--- src/rtl/fpu_pkg.sv ---
// Shared definitions for the binary64 arithmetic unit: op/rounding codes,
// special encodings, exponent bias, FSM states and the flag bundle.
package fpu_pkg;

  localparam logic [2:0] FPU_ADD = 3'b000;
  localparam logic [2:0] FPU_SUB = 3'b001;
  localparam logic [2:0] FPU_MUL = 3'b010;
  localparam logic [2:0] FPU_DIV = 3'b011;

  localparam logic [1:0] RM_NEAREST = 2'b00;
  localparam logic [1:0] RM_ZERO    = 2'b01;
  localparam logic [1:0] RM_PINF    = 2'b10;
  localparam logic [1:0] RM_NINF    = 2'b11;

  localparam logic [63:0] QNAN   = 64'h7FF8000000000000;
  localparam logic [63:0] PINF   = 64'h7FF0000000000000;
  localparam logic [63:0] MAXFIN = 64'h7FEFFFFFFFFFFFFF;

  localparam int BIAS = 1023;

  typedef enum logic [2:0] {
    S_IDLE, S_UNPACK, S_EXEC, S_NORM, S_ROUND, S_WAIT, S_DONE
  } fpu_state_e;

  typedef struct packed {
    logic unf;
    logic ovf;
    logic inx;
    logic inv;
    logic dz;
  } fpu_flags_t;

endpackage

--- src/rtl/fpu_round.sv ---
// Rounds a normalized significand (leading 1 at bit 55, GRS below bit 3)
// to binary64, handling carry-out, overflow saturation and flush-to-zero.
module fpu_round
  import fpu_pkg::*;
(
  input  logic               sign,
  input  logic signed [13:0] exp_in,
  input  logic [55:0]        sig,
  input  logic [1:0]         rmode,
  output logic [63:0]        result,
  output logic               overflow,
  output logic               underflow,
  output logic               inexact
);

  logic               lsb, rb, st, inx, up, to_inf;
  logic [53:0]        sum;
  logic signed [13:0] exp_r;
  logic [51:0]        frac_r;

  // Round-increment decision, carry renormalization and range classification
  always_comb begin
    lsb = sig[3];
    rb  = sig[2];
    st  = |sig[1:0];
    inx = rb | st;
    case (rmode)
      RM_NEAREST: up = rb & (st | lsb);
      RM_ZERO:    up = 1'b0;
      RM_PINF:    up = ~sign & inx;
      default:    up = sign & inx;
    endcase
    sum    = {1'b0, sig[55:3]} + {53'b0, up};
    exp_r  = exp_in + $signed({13'b0, sum[53]});
    frac_r = sum[53] ? sum[52:1] : sum[51:0];
    to_inf = (rmode == RM_NEAREST) | ((rmode == RM_PINF) & ~sign) |
             ((rmode == RM_NINF) & sign);

    result    = {sign, 63'b0};
    overflow  = 1'b0;
    underflow = 1'b0;
    inexact   = 1'b0;
    if (sig != '0) begin
      if (exp_r >= 14'sd2047) begin
        overflow = 1'b1;
        inexact  = 1'b1;
        result   = to_inf ? {sign, PINF[62:0]} : {sign, MAXFIN[62:0]};
      end else if (exp_r <= 14'sd0) begin
        underflow = 1'b1;
        inexact   = 1'b1;
      end else begin
        result  = {sign, exp_r[10:0], frac_r};
        inexact = inx;
      end
    end
  end

endmodule

--- src/rtl/fpu_double.sv ---
// Iterative binary64 add/sub/mul/div with a fixed start-to-ready latency.
// One op in flight; a rising edge of enable (re)starts the unit.
module fpu_double
  import fpu_pkg::*;
#(
  parameter int LATENCY = 64
) (
  input  logic        clk,
  input  logic        rst,
  input  logic        enable,
  input  logic [1:0]  rmode,
  input  logic [2:0]  fpu_op,
  input  logic [63:0] opa,
  input  logic [63:0] opb,
  output logic [63:0] out,
  output logic        ready,
  output logic        underflow,
  output logic        overflow,
  output logic        inexact,
  output logic        exception,
  output logic        invalid
);

  fpu_state_e         state_q, state_d;
  logic [6:0]         cnt_q, cnt_d;
  logic [5:0]         step_q, step_d;
  logic               en_prev_q, en_prev_d, ready_q, ready_d;
  logic [63:0]        out_q, out_d, res_q, res_d;
  fpu_flags_t         flg_q, flg_d, pflg_q, pflg_d;
  logic [63:0]        opa_q, opa_d, opb_q, opb_d;
  logic [2:0]         op_q, op_d;
  logic [1:0]         rm_q, rm_d;
  logic               sign_q, sign_d;
  logic signed [13:0] exp_q, exp_d;
  logic [56:0]        sig_q, sig_d;
  logic [52:0]        mb_q, mb_d;
  logic [105:0]       acc_q, acc_d, aux_q, aux_d;

  logic               start;
  logic [10:0]        ea, eb;
  logic               sa, sb_eff, sx, a_zero, b_zero, a_inf, b_inf, a_nan, b_nan;
  logic [52:0]        mant_a, mant_b;
  logic signed [13:0] ea_x, eb_x;
  logic               sp_hit;
  logic [63:0]        sp_res;
  fpu_flags_t         sp_flg;
  logic               swap, big_s, small_s, add_sign;
  logic [10:0]        big_e, small_e, ediff;
  logic [52:0]        big_m, small_m;
  logic [56:0]        big_x, small_x, small_al, add_sum;
  logic [105:0]       prod_sum;
  logic [54:0]        rem, rem_nxt;
  logic               q_bit;
  logic [5:0]         lz_pos, nsh;
  logic [56:0]        norm_sig;
  logic signed [13:0] norm_exp;
  logic [63:0]        rnd_res;
  logic               rnd_ovf, rnd_unf, rnd_inx;

  assign start  = enable & ~en_prev_q;
  assign ea     = opa_q[62:52];
  assign eb     = opb_q[62:52];
  assign sa     = opa_q[63];
  assign sb_eff = opb_q[63] ^ (op_q == FPU_SUB);
  assign sx     = opa_q[63] ^ opb_q[63];
  assign a_zero = (ea == 11'd0);
  assign b_zero = (eb == 11'd0);
  assign a_inf  = (&ea) & (opa_q[51:0] == '0);
  assign b_inf  = (&eb) & (opb_q[51:0] == '0);
  assign a_nan  = (&ea) & (opa_q[51:0] != '0);
  assign b_nan  = (&eb) & (opb_q[51:0] != '0);
  assign mant_a = {1'b1, opa_q[51:0]};
  assign mant_b = {1'b1, opb_q[51:0]};
  assign ea_x   = $signed({3'b0, ea});
  assign eb_x   = $signed({3'b0, eb});

  // Special operands resolve directly without entering the arithmetic datapath
  always_comb begin
    sp_hit = 1'b0;
    sp_res = QNAN;
    sp_flg = '0;
    if (op_q[2] | a_nan | b_nan) begin
      sp_hit = 1'b1; sp_flg.inv = 1'b1;
    end else if (!op_q[1]) begin
      if (a_inf & b_inf & (sa != sb_eff)) begin
        sp_hit = 1'b1; sp_flg.inv = 1'b1;
      end else if (a_inf) begin
        sp_hit = 1'b1; sp_res = {sa, PINF[62:0]};
      end else if (b_inf) begin
        sp_hit = 1'b1; sp_res = {sb_eff, PINF[62:0]};
      end else if (a_zero & b_zero) begin
        sp_hit = 1'b1; sp_res = {(sa == sb_eff) ? sa : (rm_q == RM_NINF), 63'b0};
      end else if (a_zero) begin
        sp_hit = 1'b1; sp_res = {sb_eff, opb_q[62:0]};
      end else if (b_zero) begin
        sp_hit = 1'b1; sp_res = {sa, opa_q[62:0]};
      end
    end else if (!op_q[0]) begin
      if ((a_zero & b_inf) | (a_inf & b_zero)) begin
        sp_hit = 1'b1; sp_flg.inv = 1'b1;
      end else if (a_inf | b_inf) begin
        sp_hit = 1'b1; sp_res = {sx, PINF[62:0]};
      end else if (a_zero | b_zero) begin
        sp_hit = 1'b1; sp_res = {sx, 63'b0};
      end
    end else begin
      if ((a_zero & b_zero) | (a_inf & b_inf)) begin
        sp_hit = 1'b1; sp_flg.inv = 1'b1;
      end else if (a_inf) begin
        sp_hit = 1'b1; sp_res = {sx, PINF[62:0]};
      end else if (b_inf) begin
        sp_hit = 1'b1; sp_res = {sx, 63'b0};
      end else if (b_zero) begin
        sp_hit = 1'b1; sp_res = {sx, PINF[62:0]}; sp_flg.dz = 1'b1;
      end else if (a_zero) begin
        sp_hit = 1'b1; sp_res = {sx, 63'b0};
      end
    end
  end

  // Arithmetic step logic: aligned add, one shift-add multiply step, one restoring divide step
  always_comb begin
    swap     = opa_q[62:0] < opb_q[62:0];
    big_m    = swap ? mant_b : mant_a;
    small_m  = swap ? mant_a : mant_b;
    big_e    = swap ? eb : ea;
    small_e  = swap ? ea : eb;
    big_s    = swap ? sb_eff : sa;
    small_s  = swap ? sa : sb_eff;
    ediff    = big_e - small_e;
    big_x    = {1'b0, big_m, 3'b0};
    small_x  = {1'b0, small_m, 3'b0};
    if (ediff > 11'd56) small_al = 57'd1;
    else small_al = (small_x >> ediff) |
                    {56'b0, |(small_x & ~({57{1'b1}} << ediff))};
    add_sum  = (big_s == small_s) ? big_x + small_al : big_x - small_al;
    add_sign = (add_sum == '0) ? (rm_q == RM_NINF) : big_s;

    prod_sum = acc_q + (mb_q[0] ? aux_q : '0);

    rem     = acc_q[54:0];
    q_bit   = rem >= {2'b0, mb_q};
    rem_nxt = q_bit ? rem - {2'b0, mb_q} : rem;
  end

  // Leading-one normalization of the raw significand
  always_comb begin
    lz_pos = '0;
    for (int i = 0; i < 56; i++) if (sig_q[i]) lz_pos = 6'(i);
    nsh = 6'd55 - lz_pos;
    if (sig_q[56]) begin
      norm_sig = {1'b0, sig_q[56:2], sig_q[1] | sig_q[0]};
      norm_exp = exp_q + 14'sd1;
    end else if (sig_q == '0) begin
      norm_sig = sig_q;
      norm_exp = exp_q;
    end else begin
      norm_sig = sig_q << nsh;
      norm_exp = exp_q - $signed({8'b0, nsh});
    end
  end

  fpu_round u_round (
    .sign      (sign_q),
    .exp_in    (exp_q),
    .sig       (sig_q[55:0]),
    .rmode     (rm_q),
    .result    (rnd_res),
    .overflow  (rnd_ovf),
    .underflow (rnd_unf),
    .inexact   (rnd_inx)
  );

  // Next-state and datapath sequencing; a start edge overrides everything
  always_comb begin
    state_d = state_q;  cnt_d = cnt_q;  step_d = step_q;  en_prev_d = enable;
    ready_d = ready_q;  out_d = out_q;  flg_d = flg_q;    pflg_d = pflg_q;
    res_d = res_q;      opa_d = opa_q;  opb_d = opb_q;    op_d = op_q;
    rm_d = rm_q;        sign_d = sign_q; exp_d = exp_q;   sig_d = sig_q;
    mb_d = mb_q;        acc_d = acc_q;  aux_d = aux_q;
    if (start) begin
      opa_d = opa;  opb_d = opb;  op_d = fpu_op;  rm_d = rmode;
      ready_d = 1'b0;  flg_d = '0;  cnt_d = '0;  state_d = S_UNPACK;
    end else begin
      if (state_q != S_IDLE && state_q != S_DONE) cnt_d = cnt_q + 7'd1;
      case (state_q)
        S_UNPACK: begin
          step_d = '0;
          mb_d   = mant_b;
          sign_d = sx;
          if (sp_hit) begin
            res_d = sp_res;  pflg_d = sp_flg;  state_d = S_WAIT;
          end else begin
            state_d = S_EXEC;
            if (op_q == FPU_MUL) begin
              exp_d = ea_x + eb_x - 14'(BIAS);
              acc_d = '0;
              aux_d = {53'b0, mant_a};
            end else begin
              exp_d = ea_x - eb_x + 14'(BIAS);
              acc_d = {53'b0, mant_a};
              aux_d = '0;
            end
          end
        end
        S_EXEC: begin
          step_d = step_q + 6'd1;
          if (op_q == FPU_MUL) begin
            acc_d = prod_sum;
            aux_d = aux_q << 1;
            mb_d  = mb_q >> 1;
            if (step_q == 6'd52) begin
              sig_d   = prod_sum[105:49] | {56'b0, |prod_sum[48:0]};
              state_d = S_NORM;
            end
          end else if (op_q == FPU_DIV) begin
            acc_d = {50'b0, rem_nxt, 1'b0};
            aux_d = {aux_q[104:0], q_bit};
            if (step_q == 6'd55) begin
              sig_d   = {1'b0, aux_q[54:0], q_bit | (rem_nxt != '0)};
              state_d = S_NORM;
            end
          end else begin
            sign_d  = add_sign;
            exp_d   = $signed({3'b0, big_e});
            sig_d   = add_sum;
            state_d = S_NORM;
          end
        end
        S_NORM: begin
          sig_d = norm_sig;  exp_d = norm_exp;  state_d = S_ROUND;
        end
        S_ROUND: begin
          res_d   = rnd_res;
          pflg_d  = '{unf: rnd_unf, ovf: rnd_ovf, inx: rnd_inx, inv: 1'b0, dz: 1'b0};
          state_d = S_WAIT;
        end
        S_WAIT: begin
          if (cnt_q == 7'(LATENCY - 1)) begin
            out_d = res_q;  flg_d = pflg_q;  ready_d = 1'b1;  state_d = S_DONE;
          end
        end
        default: ;
      endcase
    end
  end

  // Control and visible outputs, cleared by reset
  always_ff @(posedge clk) begin
    if (rst) begin
      state_q   <= S_IDLE;
      cnt_q     <= '0;
      en_prev_q <= 1'b0;
      ready_q   <= 1'b0;
      out_q     <= '0;
      flg_q     <= '0;
    end else begin
      state_q   <= state_d;
      cnt_q     <= cnt_d;
      en_prev_q <= en_prev_d;
      ready_q   <= ready_d;
      out_q     <= out_d;
      flg_q     <= flg_d;
    end
  end

  // Datapath registers, always reinitialized before use
  always_ff @(posedge clk) begin
    step_q <= step_d;  res_q <= res_d;  pflg_q <= pflg_d;
    opa_q  <= opa_d;   opb_q <= opb_d;  op_q   <= op_d;    rm_q <= rm_d;
    sign_q <= sign_d;  exp_q <= exp_d;  sig_q  <= sig_d;
    mb_q   <= mb_d;    acc_q <= acc_d;  aux_q  <= aux_d;
  end

  assign out       = out_q;
  assign ready     = ready_q;
  assign underflow = flg_q.unf;
  assign overflow  = flg_q.ovf;
  assign inexact   = flg_q.inx;
  assign invalid   = flg_q.inv;
  assign exception = flg_q.inv | flg_q.ovf | flg_q.unf | flg_q.dz;

endmodule

--- config.mk ---
export PLATFORM = sky130hd
export DESIGN_NAME = fpu_double
export DESIGN_NICKNAME = d
export VERILOG_FILES = /design/src/rtl/fpu_pkg.sv /design/src/rtl/fpu_round.sv /design/src/rtl/fpu_double.sv
export SDC_FILE = /design/constraint.sdc
export NUM_CORES = 2
export LEC_CHECK = 0
export ABC_CLOCK_PERIOD_IN_PS = 22100
export CAP_MARGIN = 0
export CORE_MARGIN = 2
export CORE_UTILIZATION = 40
export DETAILED_ROUTE_END_ITERATION = 10
export PLACE_DENSITY = 0.55
export SYNTH_ARGS = -nofsm -noshare
export SYNTH_HDL_FRONTEND = slang
export SYNTH_SLANG_ARGS = --single-unit
--- constraint.sdc ---
create_clock -name clk -period 22.1 [get_ports clk]
set_clock_uncertainty 0.1 [all_clocks]
set_input_delay 2.21 -clock clk [delete_from_list [all_inputs] [get_ports clk]]
set_output_delay 2.21 -clock clk [all_outputs]
set_load 0.05 [all_outputs]
## Yosys cells after proc, flatten, opt, wreduce, memory -nomap -nowiden

Cells that the tools add are included.

| cells by class | value |
|---|---|
| bitwise gates (word level) | 39 |
| order comparisons | 5 |
| add/subtract/negate cells | 16 |
| muxes and demuxes | 169 |
| reductions and logical operators | 37 |
| equality and inequality tests | 31 |
| shift operators | 3 |

Operators by type and width:

| operator | count |
|---|---|
| $mux 64 | 18 |
| $mux 106 | 7 |
| $mux 57 | 8 |
| $pmux 106 s2 | 2 |
| $mux 6 | 54 |
| $mux 53 | 4 |
| $mux 63 | 3 |
| $mux 52 | 3 |
| $pmux 64 s2 | 1 |
| $logic_not 57->1 | 2 |
| $or 57x1->57 | 2 |
| $pmux 57 s2 | 1 |
| $add 106x106->106 | 1 |
| $pmux 53 s2 | 1 |
| $logic_not 52->1 | 2 |
| $reduce_bool 52->1 | 2 |
| $mux 14 | 6 |
| $lt 63x63->1 | 1 |
| $add 56x57->57 | 1 |
| $and 56x57->57 | 1 |
| $not 57->57 | 1 |
| $reduce_or 57->1 | 1 |
| $shl 57x11->57 const A | 1 |
| $shl 57x6->57 | 1 |
| 64 further kinds | 176 |

| storage, ports and cells | value |
|---|---|
| output and inout port bits | 70 |
| register bits after elaboration | 626 |

## Logic depth before layout (Yosys ltp)

| logic depth | value |
|---|---|
| depth after elaboration | 60 |
| gate-level depth with buffers | 59 |

## Hierarchy

From an unflattened synthesis, not the netlist that was laid out.

| second synthesis, totals | value |
|---|---|
| cell total of the unflattened synthesis | 7154 |
| area total of the unflattened synthesis | 58075.7 um^2 |

Modules (own cells, without submodules):

| module | cells each | seq. area each (um^2) | area an instance (um^2) | instances |
|---|---|---|---|---|
| fpu_double | 6717 | 17987.3 | 55509.5 | 1 |
| fpu_round | 437 | 0.0 | 2566.2 | 1 |

## Least setup slack after synthesis

OpenSTA, ideal clock, no wires.

| path | value |
|---|---|
| path type | input -> register |
| from | input enable |
| to | register acc_q[0] (enable) |
| cell stages on the path | 4 |
| data arrival time | 18088 ps |
| library setup time | 1096 ps |
| slack | 2815 ps |
| data required time | 20904 ps |
| buffers on the path | 0 |
| cells stage by stage | nand2b_1 > nand2_1 > o21bai_1 > a211oi_1 |

| between the ends | value |
|---|---|
| word-level cells in the longest chain between the ends | 3 |

Ends and longest elaborated chain:

| item | RTL line | source |
|---|---|---|
| from (decl) | fpu_double.sv:10 | `input logic enable,` |
| $and 1x1->1 | fpu_double.sv:60 | `assign start = enable & ~en_prev_q;` |
| $not 1->1 (no line) | - |  |
| $reduce_and 4->1 (no line) | - |  |
| to (signal assigned) | fpu_double.sv:272 | `mb_q <= mb_d; acc_q <= acc_d; aux_q <= aux_d;` |
| to (decl) | fpu_double.sv:37 | `logic [105:0] acc_q, acc_d, aux_q, aux_d;` |

Every way passes these cells.
A chain may end at the register's enable or synchronous reset.

## Worst setup path in the final report

| path | value |
|---|---|
| from | register opb_q[48] |
| to | register sign_q (data pin) |

| between the ends | value |
|---|---|
| word-level cells in the longest chain between the ends | 16 |
| elaborated cells between the ends (all ways) | 25 |

Ends and longest elaborated chain:

| item | RTL line | source |
|---|---|---|
| from (decl) | fpu_double.sv:30 | `logic [63:0] opa_q, opa_d, opb_q, opb_d;` |
| from (signal assigned) | fpu_double.sv:270 | `opa_q <= opa_d; opb_q <= opb_d; op_q <= op_d; rm_q <= rm_d;` |
| $lt 63x63->1 | fpu_double.sv:123 | `swap = opa_q[62:0] < opb_q[62:0];` |
| $mux 11 (on tied branches) | fpu_double.sv:126, fpu_double.sv:127 |  |
| $sub 11x11->11 | fpu_double.sv:130 | `ediff = big_e - small_e;` |
| $shl 57x11->57 | fpu_double.sv:135 | `{56'b0, \|(small_x & ~({57{1'b1}} << ediff))};` |
| $not 57->57 | fpu_double.sv:135 |  |
| $and 56x57->57 | fpu_double.sv:135 |  |
| $reduce_or 57->1 | fpu_double.sv:135 |  |
| $or 57x1->57 | fpu_double.sv:134 | `else small_al = (small_x >> ediff) \|` |
| $mux 57 | fpu_double.sv:133 | `if (ediff > 11'd56) small_al = 57'd1;` |
| $sub 56x57->57 or $add 56x57->57 (tied branches) | fpu_double.sv:136 | `add_sum = (big_s == small_s) ? big_x + small_al : big_x - small_al;` |
| $mux 57 | fpu_double.sv:136 |  |
| $logic_not 57->1 | fpu_double.sv:137 | `add_sign = (add_sum == '0) ? (rm_q == RM_NINF) : big_s;` |
| $mux 1 * | fpu_double.sv:137 |  |
| $mux 1 * | fpu_double.sv:216 | `end else if (op_q == FPU_DIV) begin` |
| $mux 1 * | fpu_double.sv:208 | `if (op_q == FPU_MUL) begin` |
| $pmux 1 s2 * | fpu_double.sv:186 | `case (state_q)` |
| to (signal assigned) | fpu_double.sv:271 | `sign_q <= sign_d; exp_q <= exp_d; sig_q <= sig_d;` |
| to (decl) | fpu_double.sv:33 | `logic sign_q, sign_d;` |

Mark *: on every way between the ends. The rest lies on a longest branch, timed or not. The select of a mux whose other input is x is not followed.

==> metrics.yaml <==
drive_above_1_share_pct: 5.916
maxCapViolations: 1
syn_area_um2: 58570
whs_endpoint: "out[21]"
synth_cells: 7309
seq_area_frac_synth_pct: 30.71
wl_per_cell_um: 32.69
async_reset_ff_share_pct: 0
ys_warn_count: 0
grt_usage_pct: 38.85
root_buffer: "clkbuf_16"
worstHoldPathCells: 2
setup_violations: 0
finalCritPeriodShare_pct: 60.46
fp.dieW_um: 386.7
timing.rr.start: "opb_q[48]"
syn2layout_area_growth_pct: 11.82
hold_buffers: 0
synth_seq_cells: 626
cts_buffers: 81
clock_path_buffers: 3
htree_num_levels: 3
die_y_um: 386.7
endpoint_kind: "register"
antenna_found_initial: 12
violations: "capacitance limit, slew limit"
crit_required_ns: 22.59
drtAntennaViolNets: 0
die_area_um2: 149500
holdCritPathClass: "reg2reg"
clkSinkCount: 626
r2r_cells: 51
status: "finished, violations left"
grt_pass1_vias: 55770
cellLeakagePower_uw: 0.02600
r2r_end: "sign_q"
overflow: 0
path_clk_slew_ns: 0.06
synth_area_leader_cell: "edfxtp_1"
port-buffer-count: 205
worstPathMaxFanout: 29
postCtsSetupBuffers: 0
layout.nets: 7785
synth_fp_nets: 7827
crit_path_frequent_cell: "a21oi_1"
hold_violations: 0
grt_setup_unrepaired: "false"
detail_route.wirelength_um: 302800
grt_pass1_wl_um: 421300
grt_start_max_net_pins: 166
critPathLaunchType: "register"
final-max-slew-violation-count: 3
max_freq_ghz: 0.07484
critical_path_class: "reg2reg"
coreArea_um2: 145600
period_minus_slack_ns: 13.36
gp_congestion: 1.069
num_vias: 61030
rows: 140
netlist_top_cells_area: "edfxtp_1 (28%), ha_1 (8.0%), a21oi_1 (6.7%)"
tritoncts: "built"
worst_slew_pin_slew_ns: 1.617
reg2reg_slack_ns: 8.74
synth.distinct_cells: 103
firstDrtPassIters: 10
synthFlopType: "edfxtp_1"
power_density_nw_per_um2: 72.02
drc: 0
dp_hpwl_um: 235800
fill_cells: 14630
cts_resized: 0
io_pins: 206
dpl-instance-area_um2: 62580
synth_edf_count: 545
vias_per_cell: 6.588
relSlewSlack_pct: -8.778
arrival_ns: 13.85
initial_utilization_pct: 40.24
hold_start: "out[21]"
cpMaxStageDelayCell: "edfxtp_1"
critPathMaxStageDelay_ns: 0.67
clkLatencyLatePin_ns: 0.75
final_cell_mix: "nand2_1 (837), a21oi_1 (787), nor2_1 (604), edfxtp_1 (545), o21ai_0 (541)"
final_common_cell: "nand2_1"
design_area_um2: 65500
setup_tns_ns: 0
ir_worst_vdd_mv: 0.06310
drtIter0Drc: 8781
syn_avg_cell_area_um2: 8.014
synth_top_area_share_pct: 27.94
## worst max path at each step
stage | cells past startpoint | to | slack [ns] | from
final | 51 | sign_q | 8.74 | opb_q[48]
after floorplan | 4 | acc_q[0] | 2.82 | enable
after global placement | 50 | sign_q | 9.32 | opa_q[54]
after detailed placement | 50 | sign_q | 9.19 | opa_q[54]
after CTS | 51 | sign_q | 9.17 | opb_q[57]
after global routing | 50 | sign_q | 8.18 | opb_q[58]
## layer usage
layer  track usage, %  wire length (um)  up-vias
li1                 -                 -    26840
met5                0                67        -
met2            54.96            121500     3841
met1            51.52            121200    29650
met3            12.53             38920      689
met4            22.63             21150       10
## synthesized netlist by cell type, types with 17 or more instances
library cell  instances
edfxtp_1            545
a31oi_1              61
ha_1                376
mux4_2               24
o21a_1               45
nand3_1             151
o31ai_1              40
xnor2_1             196
or3_1                36
nand4_1              90
inv_1               343
a211oi_1             78
xor2_1              106
o21ai_0             544
nor2_1              617
o21bai_1             79
a21o_1              148
a21boi_0             18
o211ai_1             94
dfxtp_1              81
mux2i_1             273
a221oi_1             36
nor2b_1              57
nand2b_1             76
and3_1              123
or2_2                22
a21oi_1             789
mux2_2               25
clkbuf_1            414
nor3_1              138
buf_1                45
o22ai_1             125
a22o_1               63
a2111oi_0            17
and2_1              133
a22oi_1              90
nand2_1             840
nor4_1               85
## logic make-up (layout without fill, tap and decap cells)
| family | after synthesis | in the layout | share of synthesized area (%) |
|---|---|---|---|
| AND/OR/NAND/NOR | 2440 | 2440 | 19.53 |
| flip-flops | 626 | 626 | 30.71 |
| adder cells (fa/ha/maj) | 386 | 386 | 8.305 |
| other | 0 | 11 | 0 |
| buffers and inverters | 828 | 855 | 5.385 |
| multiplexers | 324 | 324 | 6.107 |
| XOR/XNOR | 302 | 302 | 4.516 |
| AO/OA/AOI/OAI | 2403 | 2403 | 25.44 |
## layout make-up
type | instances | area [um2] | area share [%]
Antenna cell | 11 | 27.53 | 0.04203
Clock buffer | 105 | 2232 | 3.408
Clock inverter | 47 | 645.6 | 0.9857
Inverter | 349 | 1315 | 2.008
Multi-Input combinational cell | 5855 | 37700 | 57.56
Sequential cell | 626 | 17990 | 27.47
Tap cell | 1917 | 2399 | 3.662
Timing Repair Buffer | 354 | 3191 | 4.871
## critical path: cells and delay by family, from the launching register on
family          cells  cell delay [ns]
compound gates     26             5.89
simple gates       16             4.21
fa+ha+maj           3             0.94
flops               1             0.67
buf+inv             3             0.63
mux                 2             0.46
xor+xnor            1             0.25
## power breakdown
part,leakage [uW],internal [uW],total (uW),switching [uW]
logic,0.0188,545,1780,1230
clock network,0.00140,854,1470,617
registers,0.00576,1380,1470,90.1
## through the flow
step                setup WS (ns)  total power (uW)  hold WS (ns)  util, %  std cells
floorplan                   2.815              2534        0.3518        -       7309
global placement            9.315              3184        0.3429    42.99       9101
detailed placement          9.189              3179        0.3453    42.99       9101
CTS                         9.175              4641        0.3534    44.97       9253
global route                8.183              4845        0.3686    44.98       9254
finish                      8.738              4717        0.3523    44.99       9264
## flip-flops by register name (all words and copies together), names as in the netlist, 5 cells and up
| register | cells |
|---|---|
| opb_q | 64 |
| out | 64 |
| opa_q | 64 |
| exp_q | 14 |
| res_q | 64 |
| aux_q | 106 |
| acc_q | 106 |
| cnt_q | 7 |
| pflg_q | 5 |
| mb_q | 53 |
| sig_q | 57 |
| step_q | 6 |
No activity file was read; power rests on OpenSTA's default activity.
